**config.mk**
```make
export PLATFORM = sky130hd
export DESIGN_NAME = jpeg_cone_pipe
export DESIGN_NICKNAME = d
export VERILOG_FILES = /design/src/rtl/jpeg_cone_pipe.sv
export SDC_FILE = /design/constraint.sdc
export NUM_CORES = 1
export LEC_CHECK = 0
export BUFFER_PORTS_ARGS = -buffer_cell sky130_fd_sc_hd__buf_2
export CORE_MARGIN = 3
export CORE_UTILIZATION = 46
export CTS_BUF_LIST = sky130_fd_sc_hd__clkbuf_2
export CTS_CLUSTER_DIAMETER = 150
export CTS_CLUSTER_SIZE = 14
export DETAILED_ROUTE_END_ITERATION = 8
export MAX_ROUTING_LAYER = met4
export PLACE_DENSITY = 0.84
export RECOVER_POWER = 100
export SYNTH_ARGS = -nofsm -noshare
export SYNTH_HDL_FRONTEND = slang
export SYNTH_SLANG_ARGS = --single-unit
```
**constraint.sdc**
```tcl
create_clock -name clk -period 1.3 [get_ports clk]
set_input_delay 0.26 -clock clk [delete_from_list [all_inputs] [get_ports clk]]
set_output_delay 0.26 -clock clk [all_outputs]
set_load 0.005 [all_outputs]
```
**src/rtl/jpeg_cone_pipe.sv**
```systemverilog
//==============================================================================
// Module   : jpeg_cone_pipe
// Purpose  : Two-stage pipelined evaluation of the 8-input JPEG timing-cone
//            function on LANES independent lanes, with valid/ready flow
//            control (full throughput, stall-in-place backpressure).
// Ports    : clk, rst           - clock (rising edge), sync active-high reset
//            in_valid/in_ready  - input handshake; in_ready is combinational
//            in_data            - lane k in bits [8k+7:8k], bit i = x[i]
//            out_valid/out_ready- output handshake
//            out_data           - bit k = cone result y of lane k
//            stats_clr          - synchronous clear of hit_cnt
//            hit_cnt            - saturating count of asserted result bits
// Options  : JPEG_CONE_STATS_EN - when defined, builds the hit counter;
//            otherwise hit_cnt is constant 0 and stats_clr is ignored.
// Revision : 1.0 - initial release
//==============================================================================
`default_nettype none

module jpeg_cone_pipe #(
    parameter int LANES = 4,
    parameter int CNT_W = 16
) (
    input  logic                 clk,
    input  logic                 rst,
    input  logic                 in_valid,
    output logic                 in_ready,
    input  logic [LANES*8-1:0]   in_data,
    output logic                 out_valid,
    input  logic                 out_ready,
    output logic [LANES-1:0]     out_data,
    input  logic                 stats_clr,
    output logic [CNT_W-1:0]     hit_cnt
);

    // Stage-1 combinational terms and stage-2 result, one bit per lane
    logic [LANES-1:0] w_r;
    logic [LANES-1:0] w_s;
    logic [LANES-1:0] w_y;

    // Stage registers
    logic [LANES-1:0] r_s1_r;
    logic [LANES-1:0] r_s1_s;
    logic [LANES-1:0] r_s1_x5;
    logic [LANES-1:0] r_s1_x6;
    logic             r_v1;
    logic [LANES-1:0] r_y;
    logic             r_v2;

    logic w_adv1;
    logic w_adv2;

    // Stage 2 may load whenever it is empty or its word leaves this cycle;
    // stage 1 may load whenever it is empty or stage 2 takes its word.
    assign w_adv2   = ~r_v2 | out_ready;
    assign w_adv1   = ~r_v1 | w_adv2;
    assign in_ready = w_adv1;

    generate
        for (genvar k = 0; k < LANES; k++) begin : g_lane
            logic [7:0] w_x;
            logic       w_p;
            logic       w_q;
            logic       w_t;

            assign w_x    = in_data[8*k +: 8];
            assign w_p    = w_x[0] | (~w_x[4] & w_x[7]);
            assign w_q    = ~(w_x[3] & w_x[1]);
            assign w_r[k] = ~(w_p & w_q);
            assign w_s[k] = ~(w_q & w_x[2]);

            // Second half of the cone works from the stage-1 registers
            assign w_t    = ~(r_s1_r[k] ^ r_s1_s[k]);
            assign w_y[k] = ~((w_t & r_s1_x5[k]) | (w_t & r_s1_x6[k]) |
                              (r_s1_x5[k] & r_s1_x6[k]));
        end
    endgenerate

    always_ff @(posedge clk) begin
        if (rst) begin
            r_s1_r  <= '0;
            r_s1_s  <= '0;
            r_s1_x5 <= '0;
            r_s1_x6 <= '0;
            r_v1    <= 1'b0;
            r_y     <= '0;
            r_v2    <= 1'b0;
        end else begin
            if (w_adv2) begin
                r_y  <= w_y;
                r_v2 <= r_v1;
            end
            if (w_adv1) begin
                for (int k = 0; k < LANES; k++) begin
                    r_s1_x5[k] <= in_data[8*k+5];
                    r_s1_x6[k] <= in_data[8*k+6];
                end
                r_s1_r <= w_r;
                r_s1_s <= w_s;
                r_v1   <= in_valid;
            end
        end
    end

    assign out_valid = r_v2;
    assign out_data  = r_y;

`ifdef JPEG_CONE_STATS_EN
    localparam int PC_W = $clog2(LANES + 1);

    logic [PC_W-1:0]  w_pop;
    logic [CNT_W:0]   w_sum;
    logic [CNT_W-1:0] r_hit_cnt;

    always_comb begin
        w_pop = '0;
        for (int i = 0; i < LANES; i++) begin
            w_pop = w_pop + PC_W'(r_y[i]);
        end
    end

    // One extra bit of headroom lets the saturation test see the carry
    assign w_sum = {1'b0, r_hit_cnt} + (CNT_W+1)'(w_pop);

    always_ff @(posedge clk) begin
        if (rst || stats_clr) begin
            r_hit_cnt <= '0;
        end else if (r_v2 && out_ready) begin
            if (w_sum > {1'b0, {CNT_W{1'b1}}}) begin
                r_hit_cnt <= {CNT_W{1'b1}};
            end else begin
                r_hit_cnt <= w_sum[CNT_W-1:0];
            end
        end
    end

    assign hit_cnt = r_hit_cnt;
`else
    logic w_unused_stats_clr;
    assign w_unused_stats_clr = stats_clr;
    assign hit_cnt            = '0;
`endif

endmodule

`default_nettype wire

```
==> qor.csv <==
stage;metric;value;unit
run_status;status;completed;
floorplan;initial_core_util;0.4895;
final_layout;stdcell_count;193;
global_route;grt_antenna_before_repair;0;
global_route;grt_pass1_wl;2891;um
floorplan;ios;59;
sta;hold_viol;0;
sta;fin_tns_setup;0;ns
global_route;grt_max_degree;23;
critical_path;cpMaxStageDelayCell;dfxtp_2;
clocking;root_buffer;clkbuf_2;
logic_synthesis;synth_top_cell_area_share;0.3991;
logic_synthesis;ys_types;20;
pwr;report.power.total;1.205;mW
sta;rsz0062_at_grt;true;
placement;place_inst;186;
clocking;clockBufferDepth;2;
logic_synthesis;yosys.area.top_type;dfxtp_1;
logic_synthesis;async_flop_share;0;
placement;port-buffer-count;41;
critical_path;cp_num_buf_inv;2;
pwr;seqPwrFrac;0.624;
detailed_routing;num_vias;871;
critical_path;end_kind;output pin;
logic_synthesis;synth_area_per_cell;9.196;um2
clocking;htreeDepth;1;
detailed_routing;routedWlPerCell;10.56;um
final_layout;drive_above_1_share;0.3758;
logic_synthesis;ys_ff_latch;22;
floorplan;dieArea;3023;um2
critical_path;cp_top_family;flip-flops;
logic_synthesis;synth_common_cells;dfxtp_1, nand2_1, buf_4;
floorplan;placeableCoreArea;2255;um2
sta;timing_max_transition_violations_final;0;
pwr;p_leak;0.6485;nW
pwr;p_sw;0.3007;mW
clocking;clk_pin_slew;0.19;ns
pwr;combPwrFrac;0.170;
placement;dp_slack;0.06237;ns
critical_path;path_cells;and3b_2, inv_8, buf_6;
critical_path;crit_type;reg2out;
sta;clock_skew;0.01962;ns
pwr;vdd_drop_max;0.0005221;V
logic_synthesis;synthCells;120;
detailed_routing;vias_per_cell;4.513;
detailed_routing;drc;0;
detailed_routing;drt-total-wl;2039;um
critical_path;start_kind;flip-flop;
min_path;hold_path.class;in2reg;
global_route;grt_usage;0.1363;
final_layout;syn2layout_area_growth;19.39;%
placement;gp_congestion;0.6577;
clocking;clkSinkCount;22;
sta;post-route-min-period;1.289;ns
floorplan;row_count;17;
clocking;cts_tree;built;
final_layout;diodes;0;
global_route;grt_pass1_vias;750;
final_layout;n_fill_cell;221;
pwr;cellPowerDensity;914.8;nW/um2
global_route;grt.overflow.total;0;
pwr;p_int;0.9045;mW
critical_path;critPathMaxFanout;2;
floorplan;die_w;54.98;um
logic_synthesis;synth_most_common_cell;dfxtp_1;
final_layout;fin_nets;203;
final_layout;post-route-util;0.5844;
detailed_routing;final_antenna_net_count;0;
logic_synthesis;ys.warnings.count;0;
clocking;hold_buffers;0;
placement;dpl.hpwl;1616;um
sta;setup_ws;0.01118;ns
clocking;cts_buffers;3;
run;cap_violations;0;
sta;finalSetupViolCount;0;
clocking;insertion_delay;0.31;ns
critical_path;arrival;1.03;ns
floorplan;die_h;54.98;um
logic_synthesis;synth_area_leaders;dfxtp_1, a311oi_2, buf_4;
logic_synthesis;synthFlopType;dfxtp_1;
detailed_routing;drt_iter0_drc;17;
logic_synthesis;ys_seq_area_frac;0.3991;
pwr;netSwitchingFraction;0.2495;
critical_path;worst_ep_required_time;1.04;ns
logic_synthesis;syn_area;1104;um2
detailed_routing;dr.pass1.iters;4;
pwr;p_clk_frac;0.206;
critical_path;slowest_delay;0.35;ns
sta;fin_crit_sh;0.9914;
logic_synthesis;synth_edf_count;0;
sta;max_freq;775.9;MHz
power groups by stage:
| stage | logic (mW) | clock network [mW] | registers (mW) |
|---|---|---|---|
| 3_5_place_dp | 0.206 | 0 | 0.768 |
| 2_1_floorplan | 0.157 | 0 | 0.766 |
| 6_report | 0.205 | 0.248 | 0.753 |
| 4_1_cts | 0.210 | 0.255 | 0.754 |
| 3_3_place_gp | 0.198 | 0 | 0.765 |
| 5_1_grt | 0.231 | 0.279 | 0.761 |
placed cells by master (no fill, tap or decap), drive strengths merged:
master and count:
a21o 4, buf 41, maj3 4, and3b 1, inv 6, a311oi 8
xnor2 4, a211oi 4, nor2 14, a21oi 9, dfxtp 22, nand2b 1
conb 16, nand2 20, clkbuf 10, clkinv 1
registers in the layout, indices dropped and copies added (netlist names):
name       cells
r_v1           1
r_s1_x6        4
r_s1_s         4
r_s1_r         4
r_s1_x5        4
out_data       4
out_valid      1
stage by stage:
stage               area [um2]  hold WS (ns)
floorplan                 1160        0.3279
global route              1318       0.09768
finish                    1318        0.1268
CTS                       1325        0.1223
detailed placement        1281        0.4414
global placement          1281        0.4286
cell families (layout without fill, tap and decap cells):
group,Yosys count,in the layout,synth area share
AO/OA/AOI/OAI,25,25,0.2041
XOR/XNOR,4,4,0.03174
adder cells (fa/ha/maj),4,4,0.04081
buffers and inverters,28,58,0.1848
flip-flops,22,22,0.3991
other,1,16,0.003398
AND/OR/NAND/NOR,36,36,0.1361
worst paths after layout:
kind	from	end	slack, ns	cells after the start
worst max register to register	r_v1	r_s1_s[3]	0.03	5
worst min register to register	r_v1	out_valid	0.46	2
worst max-delay path	r_v1	in_ready	0.01	3
worst min-delay path	in_data[18]	r_s1_s[2]	0.13	2
worst reg2reg max path: stages, from the launching register on:
cell	delay, ns
dfxtp_2	0.35
and3b_2	0.25
inv_8	0.03
buf_4	0.15
clkbuf_2	0.16
a311oi_2	0.25
layer usage:
layer	wire (um)	global-route usage	vias up	share of wire
li1	-	-	458	-
met1	815	0.1375	378	0.40
met2	1036	0.2539	31	0.51
met3	154	0.01609	4	0.076
met4	31	0.07287	0	0.015
met5	0	-	-	0
timing repair:
| action | CTS | global route |
|---|---|---|
| gates resized for setup | 4 | 0 |
| pin swaps | 1 | 0 |
| buffers inserted | 2 | 0 |
| gates cloned | 0 | 1 |
| endpoints found under the setup margin | 1 | 3 |
cell type report:
cell class,count,area [um2],share of cell area
multi-input combinational,85,509.2,0.3865
sequential,22,442.9,0.3362
timing repair buffer,48,281.5,0.2137
tap,28,35.03,0.02659
inverter,6,30.03,0.02279
clock buffer,3,15.01,0.01140
clock inverter,1,3.754,0.002849
Power figures use the tool's default switching activity.
